===== src/rtl/mem_pkg.sv =====
// Shared types and constants for the mem_slave register-memory block.
package mem_pkg;

    localparam int DEF_ADDR_WIDTH  = 8;
    localparam int DEF_DATA_WIDTH  = 32;
    localparam int DEF_MEM_SIZE    = 16;
    localparam int DEF_WAIT_CYCLES = 1;

    // The wait counter holds 0..15.
    localparam int CNT_WIDTH = 4;

    typedef enum logic [1:0] {
        IDLE,
        WAIT,
        RESP
    } mem_state_e;

    // A single-word request as presented by the master, at default widths.
    typedef struct packed {
        logic                      wr;
        logic [DEF_ADDR_WIDTH-1:0] addr;
        logic [DEF_DATA_WIDTH-1:0] wdata;
    } mem_req_t;

    // Width of a word index into storage of the given depth. It is never narrower than one bit.
    function automatic int idx_width(input int size);
        return (size > 1) ? $clog2(size) : 1;
    endfunction

endpackage


===== src/rtl/mem_array.sv =====
// Word storage for mem_slave. It has one write port and one registered read port.
// The whole array and the read register clear synchronously on reset.
module mem_array
    import mem_pkg::*;
#(
    parameter int DATA_WIDTH = DEF_DATA_WIDTH,
    parameter int MEM_SIZE   = DEF_MEM_SIZE,
    parameter int IDX_WIDTH  = idx_width(DEF_MEM_SIZE)
) (
    input  logic                  clk,
    input  logic                  reset,
    input  logic                  we,
    input  logic [IDX_WIDTH-1:0]  idx,
    input  logic [DATA_WIDTH-1:0] wdata,
    input  logic                  rd_en,
    input  logic                  rd_clr,
    output logic [DATA_WIDTH-1:0] rd_data
);

    logic [DATA_WIDTH-1:0] mem [MEM_SIZE];

    // Storage update: reset wipes every word and wins over a write in the same cycle.
    always_ff @(posedge clk) begin
        if (reset) begin
            for (int i = 0; i < MEM_SIZE; i++) begin
                mem[i] <= '0;
            end
        end else if (we) begin
            mem[idx] <= wdata;
        end
    end

    // Read register: it loads on an in-range read, zeroes on a rejected read, and otherwise holds its value.
    always_ff @(posedge clk) begin
        if (reset) begin
            rd_data <= '0;
        end else if (rd_clr) begin
            rd_data <= '0;
        end else if (rd_en) begin
            rd_data <= mem[idx];
        end
    end

endmodule


===== src/rtl/mem_slave.sv =====
// Single-request register-memory slave. It captures a request in IDLE and
// spends WAIT_CYCLES cycles in WAIT. It then performs the access in RESP and
// presents a registered one-cycle slv_rsp, with slv_err set for addresses beyond MEM_SIZE-1.
module mem_slave
    import mem_pkg::*;
#(
    parameter int ADDR_WIDTH  = DEF_ADDR_WIDTH,
    parameter int DATA_WIDTH  = DEF_DATA_WIDTH,
    parameter int MEM_SIZE    = DEF_MEM_SIZE,
    parameter int WAIT_CYCLES = DEF_WAIT_CYCLES
) (
    input  logic                  clk,
    input  logic                  reset,
    input  logic                  req,
    input  logic                  wr,
    input  logic [ADDR_WIDTH-1:0] addr,
    input  logic [DATA_WIDTH-1:0] wdata,
    output logic [DATA_WIDTH-1:0] rdata,
    output logic                  slv_rsp,
    output logic                  slv_err
);

    localparam int IDX_WIDTH = idx_width(MEM_SIZE);

    // The limit is one bit wider than the address. MEM_SIZE therefore compares exactly even when it equals 2**ADDR_WIDTH.
    localparam logic [ADDR_WIDTH:0]  MEM_LIMIT = (ADDR_WIDTH+1)'(MEM_SIZE);
    localparam logic [CNT_WIDTH-1:0] WAIT_LOAD = CNT_WIDTH'(WAIT_CYCLES);
    localparam logic [CNT_WIDTH-1:0] CNT_LAST  = CNT_WIDTH'(1);

    mem_state_e            state;
    logic [CNT_WIDTH-1:0]  cnt;
    logic                  wr_q;
    logic [IDX_WIDTH-1:0]  idx_q;
    logic [DATA_WIDTH-1:0] wdata_q;
    logic                  in_range_q;

    logic mem_we;
    logic mem_rd_en;
    logic mem_rd_clr;

    // The range check is done once, at capture time, against the full-width address.
    // Only the index bits need to be kept after that.
    logic in_range;
    assign in_range = ({1'b0, addr} < MEM_LIMIT);

    // Storage is touched only in RESP. Rejected writes never reach the array.
    // A rejected read zeroes the read register.
    assign mem_we     = (state == RESP) &&  wr_q &&  in_range_q;
    assign mem_rd_en  = (state == RESP) && !wr_q &&  in_range_q;
    assign mem_rd_clr = (state == RESP) && !wr_q && !in_range_q;

    // Request FSM: capture in IDLE, count wait states, then raise the registered response for one cycle.
    always_ff @(posedge clk) begin
        if (reset) begin
            state      <= IDLE;
            cnt        <= '0;
            wr_q       <= 1'b0;
            idx_q      <= '0;
            wdata_q    <= '0;
            in_range_q <= 1'b0;
            slv_rsp    <= 1'b0;
            slv_err    <= 1'b0;
        end else begin
            slv_rsp <= 1'b0;
            slv_err <= 1'b0;
            case (state)
                IDLE: begin
                    if (req) begin
                        wr_q       <= wr;
                        idx_q      <= addr[IDX_WIDTH-1:0];
                        wdata_q    <= wdata;
                        in_range_q <= in_range;
                        cnt        <= WAIT_LOAD;
                        state      <= (WAIT_CYCLES > 0) ? WAIT : RESP;
                    end
                end
                WAIT: begin
                    cnt <= cnt - 1'b1;
                    if (cnt <= CNT_LAST) begin
                        state <= RESP;
                    end
                end
                RESP: begin
                    slv_rsp <= 1'b1;
                    slv_err <= ~in_range_q;
                    state   <= IDLE;
                end
                default: begin
                    state <= IDLE;
                end
            endcase
        end
    end

    mem_array #(
        .DATA_WIDTH (DATA_WIDTH),
        .MEM_SIZE   (MEM_SIZE),
        .IDX_WIDTH  (IDX_WIDTH)
    ) u_mem_array (
        .clk     (clk),
        .reset   (reset),
        .we      (mem_we),
        .idx     (idx_q),
        .wdata   (wdata_q),
        .rd_en   (mem_rd_en),
        .rd_clr  (mem_rd_clr),
        .rd_data (rdata)
    );

endmodule


===== config.mk =====
export PLATFORM = sky130hd
export DESIGN_NAME = mem_slave
export DESIGN_NICKNAME = d
export VERILOG_FILES = /design/src/rtl/mem_pkg.sv /design/src/rtl/mem_array.sv /design/src/rtl/mem_slave.sv
export SDC_FILE = /design/constraint.sdc
export NUM_CORES = 1
export LEC_CHECK = 0
export CAP_MARGIN = 20
export CORE_ASPECT_RATIO = 1.5
export CORE_UTILIZATION = 35
export CTS_CLUSTER_DIAMETER = 120
export DETAILED_ROUTE_END_ITERATION = 7
export DONT_BUFFER_PORTS = 1
export SYNTH_ARGS = -nofsm -noshare
export SYNTH_HDL_FRONTEND = slang
export SYNTH_SLANG_ARGS = --single-unit

===== constraint.sdc =====
create_clock -name clk -period 3.45 [get_ports clk]
set_clock_uncertainty 0.05 [all_clocks]
set_input_delay 0 -clock clk [delete_from_list [all_inputs] [get_ports clk]]
set_output_delay 0 -clock clk [all_outputs]
set_load 0.01 [all_outputs]

==> results of run 1 <==
-- per-stage QoR --
stage / utilization (%) / total power, uW / setup slack [ns] / hold WS, ns / cells
2_1_floorplan: - / 8850 / 1.39 / 0.0860 / 1737
3_3_place_gp: 37.0 / 9170 / 0.864 / 0.0402 / 2624
3_5_place_dp: 37.0 / 9190 / 0.802 / 0.0418 / 2624
4_1_cts: 40.0 / 15100 / 0.782 / 0.00997 / 2774
5_1_grt: 40.0 / 15400 / 0.620 / 0.00369 / 2774
6_report: 40.0 / 15000 / 0.796 / -0.00567 / 2774
-- per-layer routing --
layer / global-route usage [%] / share of wire [%] / vias to the layer above
met3: 3.32 / 5.9 / 128
met5: 0 / 0 / -
met4: 7.18 / 3.2 / 0
met2: 36.8 / 55 / 478
met1: 21.3 / 36 / 7473
li1: - / - / 6368
-- kinds of logic after synthesis --
family          Yosys count
compound gates          139
mux                     129
simple gates            721
buf+inv                 156
flops                   590
fa+ha+maj                 2
-- cell usage in the layout, fill, tap and decap left out, types with 2 or more instances in the layout --
cell type      Yosys  final
clkinvlp_4         0      2
o22ai_1           32     32
or2_2             17     17
nand3_2            2      2
clkinv_1           0      4
bufinv_16          0      5
clkinv_2           0      8
or3_1              2      2
buf_12             0     12
and2_1           512    512
nor4_1            34     34
nor2_2             1     10
ha_1               2      2
clkbuf_16          0     53
nand3_1            2      2
edfxtp_1         512    512
nor2_1            14      5
a211oi_1          33     33
inv_1              2      2
nor2b_1           34     34
mux4_2           128    128
dfxtp_1           78     75
clkinv_4           0      2
or3b_2             2      2
clkbuf_8           0      3
dlygate4sd3_1      0     53
nor2_4             2      2
clkbuf_1          81     18
nand2b_1           3      3
a21oi_1           72     72
buf_4              1     44
nor3_1             2      2
nand2_1           81     81
dfxtp_4            0      3
nor3_4             1      4
-- worst max-delay path by stage --
stage | depth (start not counted) | end | start
finish | 6 | wdata_q[7] | state[1]
global route | 6 | wdata_q[7] | state[1]
CTS | 5 | u_mem_array.mem[4][1] | state[1]
detailed placement | 5 | u_mem_array.mem[4][29] | state[1]
global placement | 5 | u_mem_array.mem[4][30] | state[1]
floorplan | 6 | u_mem_array.mem[6][0] | idx_q[1]
-- registers in the layout, indices dropped and copies added (netlist names) --
| signal | cells |
|---|---|
| cnt | 4 |
| u_mem_array.mem | 512 |
| slv_rsp | 1 |
| slv_err | 1 |
| idx_q | 4 |
| state | 2 |
| wdata_q | 32 |
| wr_q | 1 |
| in_range_q | 1 |
| u_mem_array.rd_data | 32 |
-- power breakdown --
part           internal (uW)  switching, uW
logic                    403            536
registers               7960            196
clock network           3280           2620
total                  11600           3350
-- layout make-up --
cell class | instances | area, um2
clock inverters | 22 | 246
flip-flops and latches | 590 | 16900
clock buffers | 74 | 1440
multi-input cells | 991 | 8160
fillers | 6602 | 43700
repair buffers | 110 | 1130
inverters | 3 | 11.3
well taps | 984 | 1230
-- what timing repair did --
action	4_1_cts	5_1_grt
hold endpoints to repair	122	0
gates resized for setup	0	0
buffers inserted	0	0
hold buffers	54	0
-- critical path: stages, from the launching register on --
cell and delay (ns):
dfxtp_1 0.39, nor3b_2 0.53, buf_4 0.26, nand2_1 0.06
dlygate4sd3_1 0.56, a21oi_1 0.17, dlygate4sd3_1 0.57
==> metrics.yaml, run 1 <==
run_status:
  status: "finished, violations left"
  violations: "negative hold slack"
timing:
  slew_viol_final: 0
  hold_ws_ns: -0.00567
  relSlewSlack_pct: 34.6
  rsz0062_at_grt: "no"
  fmax_mhz: 377
  min_period_ns: 2.65
  period_share_pct: 76.9
  setup_viol: 0
  worst_slew_pin_slew_ns: 0.981
  hold_viol: 8
  tns_ns: 0
synth:
  synth_top_area_share_pct: 59.6
  syn_area_um2: 25800
  synth_top_family_by_area: "simple AND/OR/NAND/NOR gates"
  synthDistinctLibCells: 41
  postSynthAreaPerCell_um2: 14.9
  synth_mux_area_share_pct: 11.2
  syn_nets: 1783
  synth_xor_area_share_pct: 0
  ys_seq_area_share_pct: 65.6
  synth-edff-count: 512
  synth.area.top_cells: "edfxtp_1 60%, and2_1 12%, mux4_2 11%, dfxtp_1 6.1%, a21oi_1 1.4%"
  synth_top_area_cell: "edfxtp_1"
  synth_common_cells: "512 x and2_1, 512 x edfxtp_1, 128 x mux4_2"
  synth-seq-cells: 590
  synthSimpleGateAreaFrac_pct: 17.0
  synth_adder_area_share_pct: 0.0970
  synth_compound_area_share_pct: 3.18
  async_reset_ff_share_pct: 0
  yosys_warnings: 0
  syn_inst: 1737
  synth_ff_type: "edfxtp_1"
worst_setup_path:
  r2r_end: "wdata_q[7]"
  worst_setup_path_start_kind: "flop"
  cp_data_required_time_ns: 3.94
  reg2reg_slack_ns: 0.80
  cp_max_fo: 9
  worstSetupPathType: "reg -> reg"
  end_kind: "flop"
  cp_data_arrival_time_ns: 3.15
  r2r_start: "state[1]"
  rr_worst_depth: 6
cts:
  cts_sinks: 590
  clkLatencyLatePin_ns: 0.60
  root_buffer: "clkbuf_16"
  cts_buffers: 52
  clockBufferDepth: 3
  cts_tree: "built"
  clkTransAtPathRegs_ns: 0.07
  h-tree-depth: 2
placement:
  io_buffers: 0
  post-dp-hpwl_mm: 41.5
  placed_cell_area_um2: 26900
  place_congestion: 0.786
die:
  boundaryPins: 78
  chipHeight_um: 335
  initial_core_util_pct: 35.4
  rows: 121
  dieArea_um2: 74800
  die_x_um: 224
  core_um2: 72800
detailed_routing:
  avgRoutedWirePerCell_um: 26.0
  drt-initial-drc-count: 1323
  wl_mm: 72.2
  drcViolationCount: 0
  viasPerCell: 5.21
  firstDrtPassIters: 5
  via_count: 14400
  ant_nets: 0
pwr:
  leakage_uw: 0.0101
  power.density_nw_per_um2: 514
  vdd_drop_max_mv: 0.352
final_layout:
  nNetsFinal: 1794
  drive_gt1_share_pct: 17.2
  area_growth_pct: 13.0
  antenna_cells: 0
  design_area_um2: 29200
global_routing:
  grt_overflow: 0
  track_usage_pct: 19.4
  antenna_found_initial: 4
  first_global_vias: 15100
  grt_first_pass_wirelength_mm: 103
  grt_max_degree: 107
worst_hold_path:
  min_path_cells: 1
  whs_endpoint: "u_mem_array.mem[1][22]"
  hp-class: "in -> reg"
  worst_hold_startpoint: "reset"
job:
  maxCapViolCount: 0
(Power assumes the default switching activity.)
==> run 2, diff against run 1 <==
ABC_AREA = 1   (was default)
clock period = 2.5 ns   (was 3.45 ns; I/O delays follow)
==> metrics.yaml, run 2 <==
cts:
  h-tree-depth: 2  # unchanged
  clockBufferDepth: 3  # unchanged
  cts_tree: "built"
  cts_sinks: 590  # unchanged
  cts_buffers: 53  # +1.9%
  post_cts_buffers: 0  # unchanged
  clkTransAtPathRegs_ns: 0.07  # about the same
  clkLatencyLatePin_ns: 0.61  # about the same
  root_buffer: "clkbuf_16"
synth:
  synth-seq-cells: 590  # unchanged
  ys_seq_area_share_pct: 65.5  # -0.16 points
  syn_inst: 2816  # +62%
  synth.most_common_cell: "nand2_1"
  synth_ff_type: "edfxtp_1"
  syn_area_um2: 25900  # +0.25%
  syn_nets: 2862  # +61%
  synth_common_cells: "1066 x nand2_1, 587 x nor2_1, 512 x edfxtp_1"
  postSynthAreaPerCell_um2: 9.19  # -38%
  synth_top_area_cell: "edfxtp_1"
  async_reset_ff_share_pct: 0  # unchanged
  yosys_warnings: 0  # unchanged
  synthDistinctLibCells: 23  # -44%
  synth.area.top_cells: "edfxtp_1 59%, nand2_1 15%, nor2_1 8.5%, dfxtp_1 6.0%, nand3_1 3.1%"
  synth-edff-count: 512  # unchanged
  synth_top_area_share_pct: 59.4  # -0.15 points
worst_setup_path:
  cp_data_required_time_ns: 2.71  # -1.23 ns
  crit_path_max_incr_delay_ns: 0.34  # -0.23 ns
  worstSetupPathType: "reg -> reg"
  cp_max_fo: 17  # +8
  cp_data_arrival_time_ns: 2.29  # -0.86 ns
  cp_cell_sequence: "inv_1 -> nand2_2 -> nor2_4 -> nand3_4 -> nor3_2 -> nand2_1 -> nand2_2 -> buf_4"
  slowest_stage: "buf_4"
  path_common_cell: "nand2_2"
  worst_setup_path_start_kind: "flop"
  end_kind: "flop"
final_layout:
  design_area_um2: 29600  # +1.5%
  nNetsFinal: 2843  # +58%
  reg.largest.list: "u_mem_array.mem x512, u_mem_array.rd_data x32, wdata_q x32"
  antenna_cells: 0  # unchanged
  drive_gt1_share_pct: 7.21  # -9.9 points
  fillers: 7172  # +8.6%
  fin_util_pct: 40.6  # +0.58 points
  layout_commonest_cell: "nand2_1"
  regMostFlops: "u_mem_array.mem"
  largest_reg_flops: 512  # unchanged
  layout_common_cells: "1042 x nand2_1, 585 x nor2_1, 512 x edfxtp_1, 161 x nand3_1, 76 x dfxtp_1"
  area_growth_pct: 14.4
timing:
  hold_viol: 0  # -8
  worst_slew_pin_slew_ns: 0.764  # -0.217 ns
  period_share_pct: 83.2  # +6.3 points
  fmax_mhz: 481  # +28%
  relSlewSlack_pct: 48.8  # +14 points
  tns_ns: 0  # unchanged
  min_period_ns: 2.08  # -0.574 ns
  layout_setup_ws_ns: 0.420  # -0.376 ns
  slew_viol_final: 0  # unchanged
  rsz0062_at_grt: "no"
  setup_viol: 0  # unchanged
placement:
  post-dp-hpwl_mm: 44.1  # +6.2%
  io_buffers: 0  # unchanged
  place_worst_setup_slack_ns: 0.471  # -0.332 ns
  place_congestion: 0.784  # -0.25%
  placed_cell_area_um2: 27300  # +1.3%
pwr:
  vdd_drop_max_mv: 0.509  # +44%
  power.density_nw_per_um2: 745  # +45%
  p_total_uw: 22000  # +47%
  leakage_uw: 0.0115  # +14%
detailed_routing:
  drcViolationCount: 0  # unchanged
  avgRoutedWirePerCell_um: 20.1  # -23%
  ant_nets: 0  # unchanged
  via_count: 19300  # +34%
  viasPerCell: 5.04  # -3.2%
  drt-initial-drc-count: 1787  # +35%
  firstDrtPassIters: 5  # unchanged
  wl_mm: 76.8  # +6.3%
die:
  dieArea_um2: 75000  # +0.25%
  boundaryPins: 78  # unchanged
  rows: 121  # unchanged
  initial_core_util_pct: 35.5  # +0.088 points
  die_x_um: 224  # +0.12%
  core_um2: 72800  # unchanged
  chipHeight_um: 335  # +0.12%
global_routing:
  track_usage_pct: 20.4  # +1.1 points
  first_global_vias: 18500  # +22%
  antenna_found_initial: 0  # -4
  grt_overflow: 0  # unchanged
  grt_first_pass_wirelength_mm: 115  # +12%
  grt_max_degree: 150  # +40%
worst_hold_path:
  hp-class: "in -> reg"
run_status:
  status: "complete, no violations"
job:
  maxCapViolCount: 0  # unchanged
==> run 2: changes by cell type after synthesis, sizes merged, moves of 34 or more <==
cell    change
nor2      +571
and2      -512
mux4      -128
o21ai      +72
nand2     +986
clkbuf     +37
nor2b      -34
clkinv     +34
nand3     +158
==> run 2: critical path: cells and delay by family (launching register included) <==
| family | cells | cell delay, ns |
|---|---|---|
| buf+inv | 2 | 0.43 |
| flops | 1 | 0.30 |
| simple gates | 6 | 0.94 |
==> run 2: area by class of cell <==
| cell class | count | area [um2] | share of cell area (%) |
|---|---|---|---|
| inverters | 45 | 181 | 0.613 |
| well taps | 984 | 1230 | 4.16 |
| clock inverters | 30 | 325 | 1.10 |
| multi-input cells | 1974 | 8020 | 27.1 |
| repair buffers | 133 | 1420 | 4.80 |
| clock buffers | 70 | 1460 | 4.94 |
| flip-flops and latches | 590 | 16900 | 57.3 |
==> run 2: cells by family (layout without fill, tap and decap cells) <==
family                   Yosys count  after routing  synth area share (%)
AO/OA/AOI/OAI                    115            115                  2.23
adder cells (fa/ha/maj)            2              2                0.0967
buffers and inverters            252            278                  3.87
flip-flops                       590            590                  65.5
AND/OR/NAND/NOR                 1857           1857                  28.3
==> run 2: layer usage <==
metal / GRT usage, % / up-vias / wire [um]
li1: - / 9120 / -
met2: 36.3 / 693 / 39000
met4: 7.71 / 0 / 2660
met1: 25.1 / 9336 / 29900
met3: 2.65 / 139 / 5220
met5: 0 / - / 0
==> run 2: per-stage QoR <==
step                      cells  hold WS, ns
after floorplan            2816       0.0191
after global placement     3673       0.0249
after detailed placement   3673       0.0278
after CTS                  3826       0.0481
after global routing       3826       0.0860
final                      3826       0.0760
==> run 2: power breakdown <==
part | internal (uW) | switching (uW)
clock network | 4770 | 3760
registers | 11000 | 131
logic | 591 | 1790
total | 16400 | 5680
==> run 2: worst paths after layout <==
check,from,to,slack (ns),cells past startpoint
setup / recovery,state[0],u_mem_array.mem[3][2],0.42,8
hold / removal,wdata[2],wdata_q[2],0.08,3
setup reg to reg,state[0],u_mem_array.mem[3][2],0.42,8
hold reg to reg,cnt[3],cnt[3],0.42,2
==> run 2: timing repair <==
item	4_1_cts	5_1_grt
hold endpoints to repair	88	0
gates resized for setup	0	0
hold buffers	53	0
==> run 3, diff against run 2 <==
clock period = 1.77 ns   (was 2.5 ns; I/O delays follow)
==> metrics.yaml, run 3 (synthesis results as in run 2) <==
run_status:
  status: "finished, violations left"
  violations: "negative setup slack"
final_layout:
  largest_reg_flops: 512  # unchanged
  layout_common_cells: "1031 x nand2_1, 570 x nor2_1, 512 x edfxtp_1, 161 x nand3_1, 93 x buf_4"
  area_growth_pct: 22.4
  regMostFlops: "u_mem_array.mem"
  reg.largest.list: "u_mem_array.mem x512, u_mem_array.rd_data x32, wdata_q x32"
  fin_cells: 3936  # +2.9%
  drive_gt1_share_pct: 11.7  # +4.4 points
  antenna_cells: 0  # unchanged
  design_area_um2: 31700  # +7.1%
  fin_util_pct: 43.5  # +2.9 points
  nNetsFinal: 2959  # +4.1%
  layout_commonest_cell: "nand2_1"
pwr:
  leakage_uw: 0.0125  # +8.7%
  vdd_drop_max_mv: 1.03  # +100%
  power.density_nw_per_um2: 974  # +31%
worst_setup_path:
  rr_worst_depth: 9  # +1
  cp_max_fo: 18  # +1
  cp_data_arrival_time_ns: 2.05  # -0.24 ns
  worst_setup_path_start_kind: "flop"
  end_kind: "flop"
  cp_data_required_time_ns: 2.01  # -0.70 ns
  worstSetupPathType: "reg -> reg"
die:
  initial_core_util_pct: 35.5  # unchanged
  rows: 121  # unchanged
  chipHeight_um: 335  # unchanged
  boundaryPins: 78  # unchanged
  dieArea_um2: 75000  # unchanged
  core_um2: 72800  # unchanged
  die_x_um: 224  # unchanged
cts:
  clkLatencyLatePin_ns: 0.60  # about the same
  h-tree-depth: 2  # unchanged
  root_buffer: "clkbuf_16"
  cts_tree: "built"
  clkTransAtPathRegs_ns: 0.06  # about the same
  clockBufferDepth: 3  # unchanged
  cts_sinks: 590  # unchanged
  cts_buffers: 53  # unchanged
detailed_routing:
  ant_nets: 0  # unchanged
  route.met2.wl_mm: 40.8  # +4.6%
  drcViolationCount: 0  # unchanged
  avgRoutedWirePerCell_um: 20.2  # +0.79%
  top_layer_used: "met4"
  met1_length_mm: 30.3  # +1.3%
  viasPerCell: 5.04  # about the same
  routed-wl-met3_mm: 5.87  # +12%
  via_count: 19800  # +2.9%
  drt-initial-drc-count: 1827  # +2.2%
  firstDrtPassIters: 6  # +1
  wl_mm: 79.6  # +3.7%
timing:
  setup_viol: 201  # +201
  fmax_mhz: 552  # +15%
  worst_slew_pin_slew_ns: 0.599  # -0.165 ns
  relSlewSlack_pct: 59.8  # +11 points
  period_share_pct: 102  # +19 points
  hold_viol: 0  # unchanged
  hold_ws_ns: 0.0619  # -0.0141 ns
  layout_setup_ws_ns: -0.0420  # -0.462 ns
  rsz0062_at_grt: "yes"
  min_period_ns: 1.81  # -0.268 ns
  slew_viol_final: 0  # unchanged
worst_hold_path:
  hp-class: "in -> reg"
  min_path_cells: 3  # unchanged
job:
  maxCapViolCount: 0  # unchanged
placement:
  place_inst: 3775  # +2.8%
  io_buffers: 0  # unchanged
  placed_cell_area_um2: 29000  # +6.4%
  place_congestion: 0.802  # +2.3%
  post-dp-hpwl_mm: 47.8  # +8.4%
  place_worst_setup_slack_ns: -0.0437  # -0.514 ns
global_routing:
  grt_first_pass_wirelength_mm: 115  # -0.75%
  grt_overflow: 0  # unchanged
  track_usage_pct: 20.4  # about the same
  antenna_found_initial: 1  # +1
  grt_max_degree: 77  # -49%
  first_global_vias: 18600  # +0.53%
==> run 3: changes by cell type in the layout (fill, tap and decap cells not counted), moves of 10 or more <==
cell	before	now
nor2_1	585	570
nor2_2	0	14
dlygate4sd3_1	53	41
nand2_8	0	12
buf_12	23	84
clkbuf_16	55	66
nand2_1	1042	1031
nand2_2	25	15
buf_4	57	93
==> run 3: path summary, 6_finish.rpt <==
check,startpoint,end,slack [ns]
min,addr[2],idx_q[2],0.06
max,state[0],u_mem_array.mem[6][13],-0.04
min reg2reg,wdata_q[31],wdata_q[31],0.39
max reg2reg,state[0],u_mem_array.mem[6][13],-0.04
==> run 3: repair_timing <==
item	in CTS	in global routing
buffers inserted	1	12
hold buffers	41	0
resized for setup	9	51
endpoints found under the setup margin	99	709
gates cloned	0	14
hold endpoints to repair	240	0
pin swaps	0	5
==> run 3: routing by layer <==
metal / up-vias / track usage (%)
li1: 9359 / -
met1: 9524 / 25.3
met2: 815 / 36.8
met3: 151 / 2.45
met4: 0 / 6.46
met5: - / 0
==> run 3: through the flow <==
step | setup TNS, ns | total power (uW)
final | -3.26 | 30900
after global routing | -37.68 | 31800
after CTS | -0.00700 | 30800
after detailed placement | -1.08 | 19800
after global placement | -1.49 | 19700
after floorplan | -16.97 | 18100
==> run 3: where the power goes <==
part	internal [uW]	total, uW	switching, uW
clock	6020	11100	5060
sequential	15600	15700	185
combinational	1370	4040	2670
total	22900	30900	7910
==> run 3: layout make-up <==
class                      count  area [um2]
clock buffer                  70        1410
clock inverter                24         195
fill                        6892       41100
inverter                      45         189
multi-input combinational   1974        8310
sequential                   590       16900
tap                          984        1230
timing repair buffer         248        3390
timing repair inverter         1        8.76
==> run 3: worst max-delay path: stages (launching register included) <==
cell and delay [ns]:
dfxtp_1 0.31, inv_2 0.06, nand2_2 0.06, nor2_4 0.11, nand3_4 0.13, nor3_4 0.26, buf_12 0.15, nand2_2 0.08
nand2_4 0.10, buf_12 0.19
